==> src/rtl/ddr3_wr_arbiter.sv <==
// Write-side round-robin scheduler between two camera write FIFOs and the AXI master user port.
// Optional burst watchdog enabled by defining WR_TIMEOUT_EN.
module ddr3_wr_arbiter #(
    parameter logic [27:0] CH_STRIDE      = 28'h0200000,
    parameter logic [27:0] BANK_STRIDE    = 28'h0100000,
    parameter int unsigned TIMEOUT_CYCLES = 4096
) (
    input  logic         ui_clk,
    input  logic         rst_n,
    input  logic         init_done,
    input  logic         pingpang_en,
    input  logic [27:0]  addr_wd_min,
    input  logic [27:0]  addr_wd_max,
    input  logic [9:0]   wd_burst_len,
    input  logic         wd_load_1,
    input  logic         wd_load_2,
    input  logic [10:0]  wfifo_rcount_1,
    input  logic [10:0]  wfifo_rcount_2,
    input  logic [127:0] wfifo_rd_data_1,
    input  logic [127:0] wfifo_rd_data_2,
    output logic         wfifo_rd_en_1,
    output logic         wfifo_rd_en_2,
    output logic         wd_req,
    output logic [27:0]  wd_addr,
    output logic [9:0]   wd_len,
    input  logic         wd_fifo_re,
    output logic [127:0] wd_ddr3_data,
    input  logic         wd_finish,
    output logic         bank_done_1,
    output logic         bank_done_2,
    output logic         wd_overrun,
    output logic         wd_timeout
);
    localparam logic [2:0] ST_IDLE = 3'd0;
    localparam logic [2:0] ST_ARB  = 3'd1;
    localparam logic [2:0] ST_REQ  = 3'd2;
    localparam logic [2:0] ST_DATA = 3'd3;
    localparam logic [2:0] ST_DONE = 3'd4;

    logic [2:0]       state_q, state_d;
    logic             sel_q, sel_d, rr_q, rr_d;
    logic [1:0][27:0] offset_q, offset_d;
    logic [1:0]       bank_q, bank_d, bank_done_q, bank_done_d;
    logic [1:0]       load_pend_q, load_pend_d, load_clr;
    logic [1:0]       ld_meta_q, ld_sync_q, ld_prev_q, ld_rise, ready;
    logic             req_q, req_d, overrun_q, overrun_d;
    logic [27:0]      addr_q, addr_d;
    logic [9:0]       len_q, len_d;
    logic             gnt;
    logic [27:0]      frame_size;
    logic [28:0]      adv, adv_end;
    logic             tmo_expire, skip_adv;

    assign ld_rise     = ld_sync_q & ~ld_prev_q;
    assign ready[0]    = (wfifo_rcount_1 >= {1'b0, wd_burst_len}) && !load_pend_q[0];
    assign ready[1]    = (wfifo_rcount_2 >= {1'b0, wd_burst_len}) && !load_pend_q[1];
    assign frame_size  = addr_wd_max - addr_wd_min;
    assign adv         = {1'b0, offset_q[sel_q]} + {19'd0, wd_burst_len};
    assign adv_end     = adv + {19'd0, wd_burst_len};
    assign load_pend_d = (load_pend_q & ~load_clr) | ld_rise;

    always_comb begin
        state_d     = state_q;
        sel_d       = sel_q;
        rr_d        = rr_q;
        offset_d    = offset_q;
        bank_d      = bank_q;
        bank_done_d = bank_done_q;
        load_clr    = 2'b00;
        overrun_d   = overrun_q;
        req_d       = 1'b0;
        addr_d      = addr_q;
        len_d       = len_q;
        gnt         = (&ready) ? rr_q : ready[1];
        case (state_q)
            ST_IDLE: if (init_done) state_d = ST_ARB;
            ST_ARB: begin
                // Frame restarts for channels not currently bursting take effect here
                for (int i = 0; i < 2; i++) begin
                    if (load_pend_q[i]) begin
                        offset_d[i] = 28'd0;
                        load_clr[i] = 1'b1;
                        if (pingpang_en) begin
                            bank_done_d[i] = bank_q[i];
                            bank_d[i]      = ~bank_q[i];
                        end else begin
                            bank_d[i] = 1'b0;
                        end
                    end
                end
                if (|ready) begin
                    sel_d   = gnt;
                    req_d   = 1'b1;
                    len_d   = wd_burst_len;
                    addr_d  = addr_wd_min + (gnt ? CH_STRIDE : 28'd0)
                            + ((bank_q[gnt] && pingpang_en) ? BANK_STRIDE : 28'd0)
                            + offset_q[gnt];
                    state_d = ST_REQ;
                end
            end
            ST_REQ:  state_d = ST_DATA;
            ST_DATA: if (wd_finish || tmo_expire) state_d = ST_DONE;
            ST_DONE: begin
                if (!skip_adv) begin
                    if (adv_end > {1'b0, frame_size}) begin
                        offset_d[sel_q] = 28'd0;
                        overrun_d       = 1'b1;
                    end else begin
                        offset_d[sel_q] = adv[27:0];
                    end
                end
                if (load_pend_q[sel_q]) begin
                    offset_d[sel_q] = 28'd0;
                    load_clr[sel_q] = 1'b1;
                    if (pingpang_en) begin
                        bank_done_d[sel_q] = bank_q[sel_q];
                        bank_d[sel_q]      = ~bank_q[sel_q];
                    end else begin
                        bank_d[sel_q] = 1'b0;
                    end
                end
                rr_d    = ~sel_q;
                state_d = ST_ARB;
            end
            default: state_d = ST_IDLE;
        endcase
    end

    always_ff @(posedge ui_clk or negedge rst_n) begin
        if (!rst_n) begin
            state_q     <= ST_IDLE;
            sel_q       <= 1'b0;
            rr_q        <= 1'b0;
            offset_q    <= '0;
            bank_q      <= 2'b00;
            bank_done_q <= 2'b00;
            load_pend_q <= 2'b00;
            ld_meta_q   <= 2'b00;
            ld_sync_q   <= 2'b00;
            ld_prev_q   <= 2'b00;
            req_q       <= 1'b0;
            overrun_q   <= 1'b0;
            addr_q      <= 28'd0;
            len_q       <= 10'd0;
        end else begin
            state_q     <= state_d;
            sel_q       <= sel_d;
            rr_q        <= rr_d;
            offset_q    <= offset_d;
            bank_q      <= bank_d;
            bank_done_q <= bank_done_d;
            load_pend_q <= load_pend_d;
            ld_meta_q   <= {wd_load_2, wd_load_1};
            ld_sync_q   <= ld_meta_q;
            ld_prev_q   <= ld_sync_q;
            req_q       <= req_d;
            overrun_q   <= overrun_d;
            addr_q      <= addr_d;
            len_q       <= len_d;
        end
    end

`ifdef WR_TIMEOUT_EN
    logic [15:0] tmo_cnt_q;
    logic        tmo_hit_q, timeout_q;

    assign tmo_expire = (state_q == ST_DATA) && ((32'(tmo_cnt_q) + 32'd1) >= TIMEOUT_CYCLES);
    assign skip_adv   = tmo_hit_q;
    assign wd_timeout = timeout_q;

    always_ff @(posedge ui_clk or negedge rst_n) begin
        if (!rst_n) begin
            tmo_cnt_q <= 16'd0;
            tmo_hit_q <= 1'b0;
            timeout_q <= 1'b0;
        end else begin
            if (state_q == ST_REQ) tmo_cnt_q <= 16'd0;
            else if (state_q == ST_DATA) tmo_cnt_q <= tmo_cnt_q + 16'd1;
            // Remembers whether the last DATA exit was forced, read in DONE
            if (state_q == ST_DATA) tmo_hit_q <= tmo_expire;
            if (tmo_expire) timeout_q <= 1'b1;
        end
    end
`else
    logic unused_tmo;
    assign unused_tmo = ^TIMEOUT_CYCLES;
    assign tmo_expire = 1'b0;
    assign skip_adv   = 1'b0;
    assign wd_timeout = 1'b0;
`endif

    assign wfifo_rd_en_1 = (state_q == ST_DATA) && wd_fifo_re && !sel_q;
    assign wfifo_rd_en_2 = (state_q == ST_DATA) && wd_fifo_re && sel_q;
    assign wd_ddr3_data  = sel_q ? wfifo_rd_data_2 : wfifo_rd_data_1;
    assign wd_req        = req_q;
    assign wd_addr       = addr_q;
    assign wd_len        = len_q;
    assign bank_done_1   = bank_done_q[0];
    assign bank_done_2   = bank_done_q[1];
    assign wd_overrun    = overrun_q;
endmodule

==> config.mk <==
export PLATFORM = sky130hd
export DESIGN_NAME = ddr3_wr_arbiter
export DESIGN_NICKNAME = d
export VERILOG_FILES = /design/src/rtl/ddr3_wr_arbiter.sv
export SDC_FILE = /design/constraint.sdc
export NUM_CORES = 1
export LEC_CHECK = 0
export ABC_AREA = 1
export CAP_MARGIN = 20
export CORE_AREA = 2 2 205 207
export DETAILED_ROUTE_END_ITERATION = 10
export DIE_AREA = 0 0 207 209
export PLACE_DENSITY_LB_ADDON = 0.05
export RECOVER_POWER = 25
export SLEW_MARGIN = 5
export SYNTH_ARGS = -nofsm -noshare
export SYNTH_HDL_FRONTEND = slang
export SYNTH_SLANG_ARGS = --single-unit
==> constraint.sdc <==
create_clock -name ui_clk -period 11.02 [get_ports ui_clk]
set_clock_uncertainty 0.2 [all_clocks]
set_input_delay 1.653 -clock ui_clk [delete_from_list [all_inputs] [get_ports ui_clk]]
set_output_delay 1.653 -clock ui_clk [all_outputs]
set_load 0.01 [all_outputs]
==> metrics, run 1 <==
status=finished, violations left; failing checks=max-capacitance violations, max-slew violations; Max-cap violations=2; final setup fails=0; simple logic cell fraction of the synthesized area=between 40% and 50%; ys async rst share=between 90% and 100%; Pleak=just under 10 nW; first-pass GRT wire length=98.6 mm; Worst Setup Path Type=input pin to register; crit end category=register; maximum fanout along the worst path=29; DIE AREA=around 0.043 mm^2; Post-Route WL=67.4 mm; PwrDens=between 150 and 200 mW/mm^2; first drt pass iteration count=6; Initial Util=33.0%; Worst Path Arrival=8090 ps; CP max stage delay=710 ps; CP startpoint=wd_burst_len[0]; register area share after synthesis=around a fifth; total CTS buffers=17; Critical Path Source Type=input pin; Root Driver=clkbuf_16; Hold WS=151 ps; largest net degree at the start of global routing=between 80 and 90; Adder-Cell Fraction of Synth Area=14.4%; Main synth FF type=dfrtp_1; RSZ-0062 raised after global routing=no; HP Start=ld_meta_q[0]$_DFF_PN0_; initial antenna violation count=6; clock sinks=around 110; post-DP HPWL=around 56 mm; fmax=126 MHz; Compound-Gate Fraction of Synth Area=between 10% and 20%; GPL Wtd Cong=0.970; Clock Latency Late Sink=approximately 450 ps; Worst Tran Pin Value=~3900 ps; wl on met1=~31 mm; CP most frequent cell=nand2_1; number of nets in the layout=3229; Setup TNS Final=0 ps; die extent in y=209 um; Synth Area in XOR/XNOR=5.46%; Fillers=between 4000 and 5000; Max clock buf depth=2; syn avg cell area=between 6 and 7 um^2; Worst R2R Start=sel_q$_DFFE_PN0P_; hold crit path type=register to register; Synth area leader=nand2_1; wire length per cell=around 20 um; Storage cell area=~0.0028 mm^2; I/O pins=between 500 and 600; syn_nets=around 2800; ratio of final minimum period to clock period=approximately 70%; Synth warnings=0; Post-Synthesis Cell Area=around 0.014 mm^2; Synth area leaders=nand2_1 26%, dfrtp_1 21%, ha_1 13%; Worst path slowest cell=nand2_1; Synth cell types=44; synthesized flop and latch total=113; Rows=75; 1st-iter DRT viols=roughly 1300; GRT Util Overall=a little under a third; clock transition at the registers of the reported paths=60 ps; Top Layer Used=met5; crit path time final=between 7000 and 8000 ps; IO Port Bufs=523; cell with the most instances after synthesis=nand2_1; largest family of logic cells by synthesized area=simple AND/OR/NAND/NOR gates; post_cts resized=0; DRC=0; die width=roughly 210 um; Setup Fix Bufs, Post-CTS=0; met2 WL=between 20 and 30 mm; number of global-route vias before repair=approximately 16000; H-tree depth=4; area delta synth->final=45.7%; maximum vdd drop=roughly 0.11 mV; CORE AREA=a little over 0.04 mm^2; slew margin rel.=-162%; share of the synthesized area in the top cell type=about a quarter; DR vias=~16000; Crit path required time=roughly 11000 ps; EDFF count, synth=0; met3 routed WL=4.77 mm; post-synthesis instance total=2248; layout cells sized above 1=about 3.2%; total gr overflow=0; vias per cell=approximately 5.0; TritonCTS clock tree=yes; top post-synthesis cells by count=955 x nand2_1, 204 x inv_1, 189 x nor2_1; hold-fix buffers at CTS=0; multi-input logic area=0.00963 mm^2; Post-DRT Antenna Nets=0; Slew Viols, Final=about 120; Fin. Hold Viols=0; post-synthesis mux area share=less than 1%
## power by group
group / leakage (nW) / internal (mW) / total (mW) / switching (mW)
registers: 1.48 / 0.533 / 0.614 / 0.0813
clock network: 0.279 / 0.316 / 0.558 / 0.242
logic: 7.94 / 1.03 / 2.61 / 1.57
total: 9.69 / 1.88 / 3.78 / 1.90
## stage by stage
| step | cell area [um^2] | power (mW) | worst slack (ps) | utilization, % | instances |
|---|---|---|---|---|---|
| floorplan | 13600 | 2.09 | 4520 | - | 2248 |
| global placement | 19300 | 3.19 | 2670 | 46.6 | 3243 |
| detailed placement | 19300 | 3.21 | 2640 | 46.6 | 3243 |
| CTS | 19800 | 3.79 | 3090 | 48.0 | 3275 |
| global route | 19800 | 4.09 | 2180 | 48.1 | 3277 |
| finish | 19800 | 3.78 | 3070 | 48.1 | 3278 |
## kinds of logic after synthesis
family,after synthesis
AND/OR/NAND/NOR,1341
buffers and inverters,291
AO/OA/AOI/OAI,261
adder cells (fa/ha/maj),153
flip-flops,113
XOR/XNOR,85
multiplexers,3
other,1
## metal layers
layer	GRT usage [%]	vias up
li1	-	8170
met1	42.9	7592
met2	48.4	588
met3	4.99	63
met4	7.54	4
met5	0	-
## sequential cells by signal (all words and copies together), names as in the netlist
name         flops
bank_q           2
wd_len          10
ld_meta_q        2
rr_q             1
ld_sync_q        2
ld_prev_q        2
wd_addr         28
state_q          3
wd_overrun       1
wd_req           1
load_pend_q      2
offset_q        56
sel_q            1
bank_done_q      2
## cell type report
| class | count | area share (%) |
|---|---|---|
| well taps | 539 | 3.40 |
| diodes | 2 | 0.0252 |
| multi-input cells | 1844 | 48.5 |
| clock buffers | 17 | 2.14 |
| clock inverters | 15 | 0.744 |
| inverters | 212 | 4.02 |
| flip-flops and latches | 113 | 14.3 |
| repair buffers | 536 | 26.9 |
## worst max-delay path: cells and delay by family
kind | cells | cell delay [ps]
xor gates and xnor gates | 2 | 410
buffers and inverters | 7 | 1420
adders and majority gates | 4 | 1300
AOI/OAI and AO/OA | 3 | 560
and+or+nand+nor | 22 | 2710
## cell usage in the layout (no fill, tap or decap), drive strengths merged, types with 3 or more instances in the layout
cell type and instances:
fa 6, nand2 970, nor3 10, nor2 201, clkdlybuf4s50 520, nand3 62
xnor2 39, o21bai 10, o211ai 7, ha 147, nor4 6, nand3b 5
buf 12, a21oi 95, inv 217, dfrtp 113, clkinv 7, xor2 46
o21ai 130, nand4 86, a211oi 3, a31oi 5, clkbuf 19
## final timing paths
kind                            slack [ps]  cells after the start                       to
min in group asynchronous             1840                      1  wd_addr[18]$_DFFE_PN0P_
worst max register to register        3420                     41   wd_overrun$_DFFE_PN0P_
worst max-delay path                  3070                     38   wd_overrun$_DFFE_PN0P_
worst min-delay path                   150                      0   ld_sync_q[0]$_DFF_PN0_
max in group asynchronous             3420                      2        sel_q$_DFFE_PN0P_
worst min register to register         150                      0   ld_sync_q[0]$_DFF_PN0_
(Power assumes the default switching activity.)
==> run 2, diff against run 1 <==
==> constraint.sdc (replaced) <==
create_clock -name ui_clk -period 7.5 [get_ports ui_clk]
set_clock_uncertainty 0.2 [all_clocks]
set_input_delay 1.125 -clock ui_clk [delete_from_list [all_inputs] [get_ports ui_clk]]
set_output_delay 1.125 -clock ui_clk [all_outputs]
set_load 0.01 [all_outputs]
==> run 2 against run 1 <==
- the flow still finishes with violations (max-capacitance violations, max-slew violations)
- clock power grew 42%
- power increased by 46%
- cell count is 0.15% higher
- wire length fell by 0.24%
- design area rose by 0.30%
- register-to-register slack worse by 2500 ps
- non-clock buffer count rose by 5
- critical path depth unchanged
- critical endpoint unchanged
- largest cell class unchanged
==> metrics, run 2 (synthesis gave the netlist of run 1 again) <==
status=finished, violations left; failing checks=max-capacitance violations, max-slew violations; Worst path slowest cell=dfrtp_4; GRT Util Overall=30.3%; clock sinks=113; Worst Path Arrival=6750 ps; PwrDens=around 280 mW/mm^2; Fin. Hold Viols=0; Setup Fix Bufs, Post-CTS=0; hold crit path type=register to register; Worst Tran Pin Value=approximately 2400 ps; Worst Setup Path Type=register to register; DIE AREA=approximately 0.043 mm^2; CP startpoint=sel_q$_DFFE_PN0P_; Total Power=between 5 and 6 mW; Post-Route WL=67.2 mm; total CTS buffers=17; final setup fails=0; ratio of final minimum period to clock period=approximately nine tenths; Hold WS=roughly 160 ps; maximum vdd drop=0.177 mV; DRC=0; die width=between 200 and 250 um; Post-DRT Antenna Nets=0; Worst R2R Start=sel_q$_DFFE_PN0P_; post-DP HPWL=55.9 mm; Clock Latency Late Sink=approximately 460 ps; fmax=between 150 and 200 MHz; commonest non-fill, non-tap cells in the layout=954 x nand2_1, 520 x clkdlybuf4s50_1, 204 x inv_1; RSZ-0062 raised after global routing=no; Max clock buf depth=2; crit end category=register; wire length per cell=about 20 um; RR Endpoint=wd_overrun$_DFFE_PN0P_; slew margin rel.=-57.0%; HP Start=ld_meta_q[0]$_DFF_PN0_; layout cells sized above 1=about 3.4%; area delta synth->final=46.1%; die extent in y=about 210 um; largest reg by FF count=offset_q; crit path time final=about 6600 ps; IO Port Bufs=between 500 and 600; Rows=between 70 and 80; CP max stage delay=~700 ps; Crit path required time=roughly 7700 ps; first-pass GRT wire length=slightly below 100 mm; hold endpoint=ld_sync_q[0]$_DFF_PN0_; most common cell after layout, fill and taps aside=nand2_1; reg-to-reg slack, setup=approximately 900 ps; first drt pass iteration count=5; worst hold path depth=0; 1st-iter DRT viols=1133; number of nets in the layout=around 3200; CP most frequent cell=nand2_1; largest net degree at the start of global routing=140; initial antenna violation count=8; I/O pins=~530; Max-cap violations=2; Root Driver=clkbuf_16; post_cts resized=0; TritonCTS clock tree=yes; DR vias=between 15000 and 20000; H-tree depth=4; pre-CTS setup slack=roughly 500 ps; multi-input logic area=approximately 0.0096 mm^2; Critical Path Source Type=register; CORE AREA=between 0.04 and 0.05 mm^2; Pleak=about 9.7 nW; clock transition at the registers of the reported paths=around 60 ps; Fillers=about 4400; hold-fix buffers at CTS=0; GPL Wtd Cong=0.973; final setup margin=around 900 ps; vias per cell=about 5.0; max reg flops=between 50 and 60; maximum fanout along the worst path=between 50 and 60; Reg2Reg Depth=38; total gr overflow=0; Initial Util=between 30% and 40%; Setup TNS Final=0 ps; Slew Viols, Final=roughly 120; Storage cell area=0.00283 mm^2; number of global-route vias before repair=16000
==> run 2: cell types whose count changed in the layout (fill, tap and decap cells not counted), sizes merged <==
cell and change:
inv -3, bufinv -1, clkinvlp +3, clkbuf +3, buf +5, clkinv -2
==> run 2: worst max path at each step <==
stage,to
2_1_floorplan,offset_q[0]$_DFFE_PN0P_
3_3_place_gp,wd_overrun$_DFFE_PN0P_
3_5_place_dp,wd_overrun$_DFFE_PN0P_
4_1_cts,wd_overrun$_DFFE_PN0P_
5_1_grt,wd_overrun$_DFFE_PN0P_
6_report,wd_overrun$_DFFE_PN0P_
==> run 2: per-stage QoR <==
stage	instance area, um^2	util (%)	cells
5_1_grt	19900	48.2	3282
3_5_place_dp	19300	46.8	3249
4_1_cts	19900	48.2	3281
3_3_place_gp	19300	46.8	3247
2_1_floorplan	13600	-	2248
6_report	19900	48.2	3283
==> run 2: final cells by class <==
cell class	instances	share of cell area, %
multi-input combinational	1844	48.4
sequential	113	14.2
clock buffer	20	2.34
timing repair buffer	541	27.1
inverter	212	4.01
clock inverter	12	0.497
antenna	2	0.0251
tap	539	3.39
==> run 2: where the power goes <==
| part | internal, mW | switching, mW |
|---|---|---|
| combinational | 1.53 | 2.28 |
| sequential | 0.783 | 0.128 |
| clock | 0.453 | 0.341 |
==> run 2: metal layers <==
layer,vias to the layer above,global-route usage [%],part of all wire (%)
met5,-,0,0.14
met1,7636,42.3,46
met4,8,7.98,2.3
met2,598,48.0,45
met3,75,5.53,6.4
li1,8173,-,-
==> run 2: critical path, delay by kind of cell, from the launching register on <==
kind / cells / cell delay [ps]
AOI/OAI and AO/OA: 5 / 1340
xor gates and xnor gates: 2 / 400
adders and majority gates: 3 / 950
buffers and inverters: 4 / 530
DFF: 1 / 700
and+or+nand+nor: 24 / 2270
==> run 3, diff against run 2 <==
==> constraint.sdc (replaced) <==
create_clock -name ui_clk -period 7.57 [get_ports ui_clk]
set_clock_uncertainty 0.2 [all_clocks]
set_input_delay 1.1355 -clock ui_clk [delete_from_list [all_inputs] [get_ports ui_clk]]
set_output_delay 1.1355 -clock ui_clk [all_outputs]
set_load 0.01 [all_outputs]
==> run 3 against run 2 <==
- the run still ends with max-capacitance violations, max-slew violations left
- clock power increased by 8.7%
- combinational power about the same
- global-route usage increased by 0.15 points
- critical path depth increased by 1
- wire length increased by 0.97%
- first-iteration DRC count increased by 17%
- non-clock buffer count increased by 6
- flip-flop and latch count unchanged
- critical endpoint unchanged
- largest cell class unchanged
- largest power group unchanged
==> metrics, run 3 (synthesis gave the netlist of run 1 again) <==
status=finished, violations left; failing checks=max-capacitance violations, max-slew violations; met2 WL=between 30 and 40 mm; fin area=approximately 0.02 mm^2; largest reg by FF count=offset_q; Worst R2R Start=sel_q$_DFFE_PN0P_; Worst Setup Path Type=input pin to register; hold crit path type=register to register; CORE AREA=0.0413 mm^2; Comb power frac=between 60% and 70%; hold endpoint=ld_sync_q[1]$_DFF_PN0_; slew margin rel.=-92.3%; IO Port Bufs=523; number of global-route vias before repair=~16000; maximum vdd drop=0.173 mV; total gr overflow=0; total CTS buffers=17; I/O pins=between 500 and 600; Reg2Reg Depth=35; Rows=between 70 and 80; CP delay by family, top=simple AND/OR/NAND/NOR gates; Fin. Hold Viols=0; GRT Util Overall=between 30 and 40%; CP most frequent cell=nand2_1; Setup TNS Final=0 ps; Worst Tran Pin Value=between 2000 and 3000 ps; met3 routed WL=around 5 mm; worst hold path depth=0; Root Driver=clkbuf_16; Switch Pwr=around 2.7 mW; maximum fanout along the worst path=57; post-DP HPWL=between 50 and 60 mm; RSZ-0062 raised after global routing=no; crit end category=register; PwrDens=around 280 mW/mm^2; Slew Viols, Final=48; most common cell after layout, fill and taps aside=nand2_1; Crit path buffers/inverters=5; first-pass GRT wire length=approximately 99 mm; wire length per cell=20.6 um; Pleak=between 9 and 10 nW; Pint=approximately 2.8 mW; dpl cells=3254; GPL Wtd Cong=roughly 0.96; DIE AREA=~0.043 mm^2; DRC=0; Post-Route WL=slightly below 70 mm; Max clock buf depth=2; Non-Filler Instances=3291; multi-input logic area=around 0.0096 mm^2; vias per cell=5.05; post_cts resized=0; Worst Path Arrival=6700 ps; die extent in y=209 um; reg-to-reg slack, setup=1030 ps; commonest non-fill, non-tap cells in the layout=954 x nand2_1, 520 x clkdlybuf4s50_1, 204 x inv_1; wl on met1=between 30 and 40 mm; Worst path slowest cell=clkdlybuf4s50_1; Setup Fix Bufs, Post-CTS=0; die width=207 um; number of nets in the layout=between 3000 and 4000; layout cells sized above 1=~3.5%; clock share of power=between 10% and 20%; Post-DRT Antenna Nets=0; H-tree depth=4; dpl cell area=between 0.015 and 0.02 mm^2; first drt pass iteration count=5; CP max stage delay=480 ps; Crit path required time=between 7000 and 8000 ps; fmax=about 150 MHz; 1st-iter DRT viols=~1300; TritonCTS clock tree=yes; DR vias=about 17000; Critical Path Source Type=input pin; HP Start=ld_meta_q[1]$_DFF_PN0_; RR Endpoint=wd_overrun$_DFFE_PN0P_; Max-cap violations=1; crit path time final=6560 ps; switch share=approximately half; Top Layer Used=met5; ratio of final minimum period to clock period=about 87%; register share of total power=16.3%; largest net degree at the start of global routing=between 80 and 90; area delta synth->final=46.6%; Initial Util=33.0%; Clock Latency Late Sink=450 ps; initial antenna violation count=6; hold-fix buffers at CTS=0; Storage cell area=approximately 0.0028 mm^2; clock transition at the registers of the reported paths=approximately 60 ps; clock sinks=about 110; max reg flops=56; Fillers=~4300; final setup fails=0
## run 3: changes by cell type in the layout (fill, tap and decap cells not counted), sizes merged
| cell | previous run | this run |
|---|---|---|
| clkinvlp | 5 | 3 |
| diode | 2 | 4 |
| clkinv | 5 | 7 |
| buf | 17 | 22 |
| inv | 214 | 211 |
| clkbuf | 22 | 23 |
| bufinv | 0 | 3 |
## run 3: per-layer routing
layer	vias to the layer above	track usage (%)
met2	609	48.8
met5	-	0
li1	8196	-
met3	77	5.20
met1	7733	42.6
met4	8	7.34
## run 3: cell type report
cell class                      count  share of cell area, %
Timing Repair Buffer              547                   27.2
Clock buffer                       20                   2.24
Tap cell                          539                   3.38
Inverter                          212                   4.00
Antenna cell                        4                 0.0501
Sequential cell                   113                   14.2
Clock inverter                     12                  0.789
Multi-Input combinational cell   1844                   48.2
## run 3: how the worst max path moves through the flow
stage / start / end / slack (ps) / cells after the start
floorplan: sel_q$_DFFE_PN0P_ / offset_q[0]$_DFFE_PN0P_ / 1430 / 44
global placement: wd_burst_len[0] / wd_overrun$_DFFE_PN0P_ / 650 / 38
detailed placement: wd_burst_len[2] / wd_overrun$_DFFE_PN0P_ / 560 / 39
CTS: wd_burst_len[2] / wd_overrun$_DFFE_PN0P_ / 1030 / 39
global route: sel_q$_DFFE_PN0P_ / offset_q[7]$_DFFE_PN0P_ / 220 / 38
finish: wd_burst_len[2] / wd_overrun$_DFFE_PN0P_ / 1010 / 39
## run 3: through the flow
step           util, %  power (mW)  hold slack, ps  worst slack, ps
6_report          48.4        5.55             157             1010
5_1_grt           48.4        6.02             165              218
4_1_cts           48.4        5.57             160             1030
3_5_place_dp      46.9        4.68             142              555
3_3_place_gp      46.9        4.66             147              646
2_1_floorplan        -        3.04             131             1430
## run 3: power groups by stage
stage | combinational (mW) | clock, mW | sequential, mW
4_1_cts | 3.79 | 0.873 | 0.906
6_report | 3.78 | 0.863 | 0.904
5_1_grt | 4.19 | 0.900 | 0.930
2_1_floorplan | 2.13 | 0 | 0.914
3_5_place_dp | 3.76 | 0 | 0.916
3_3_place_gp | 3.75 | 0 | 0.909
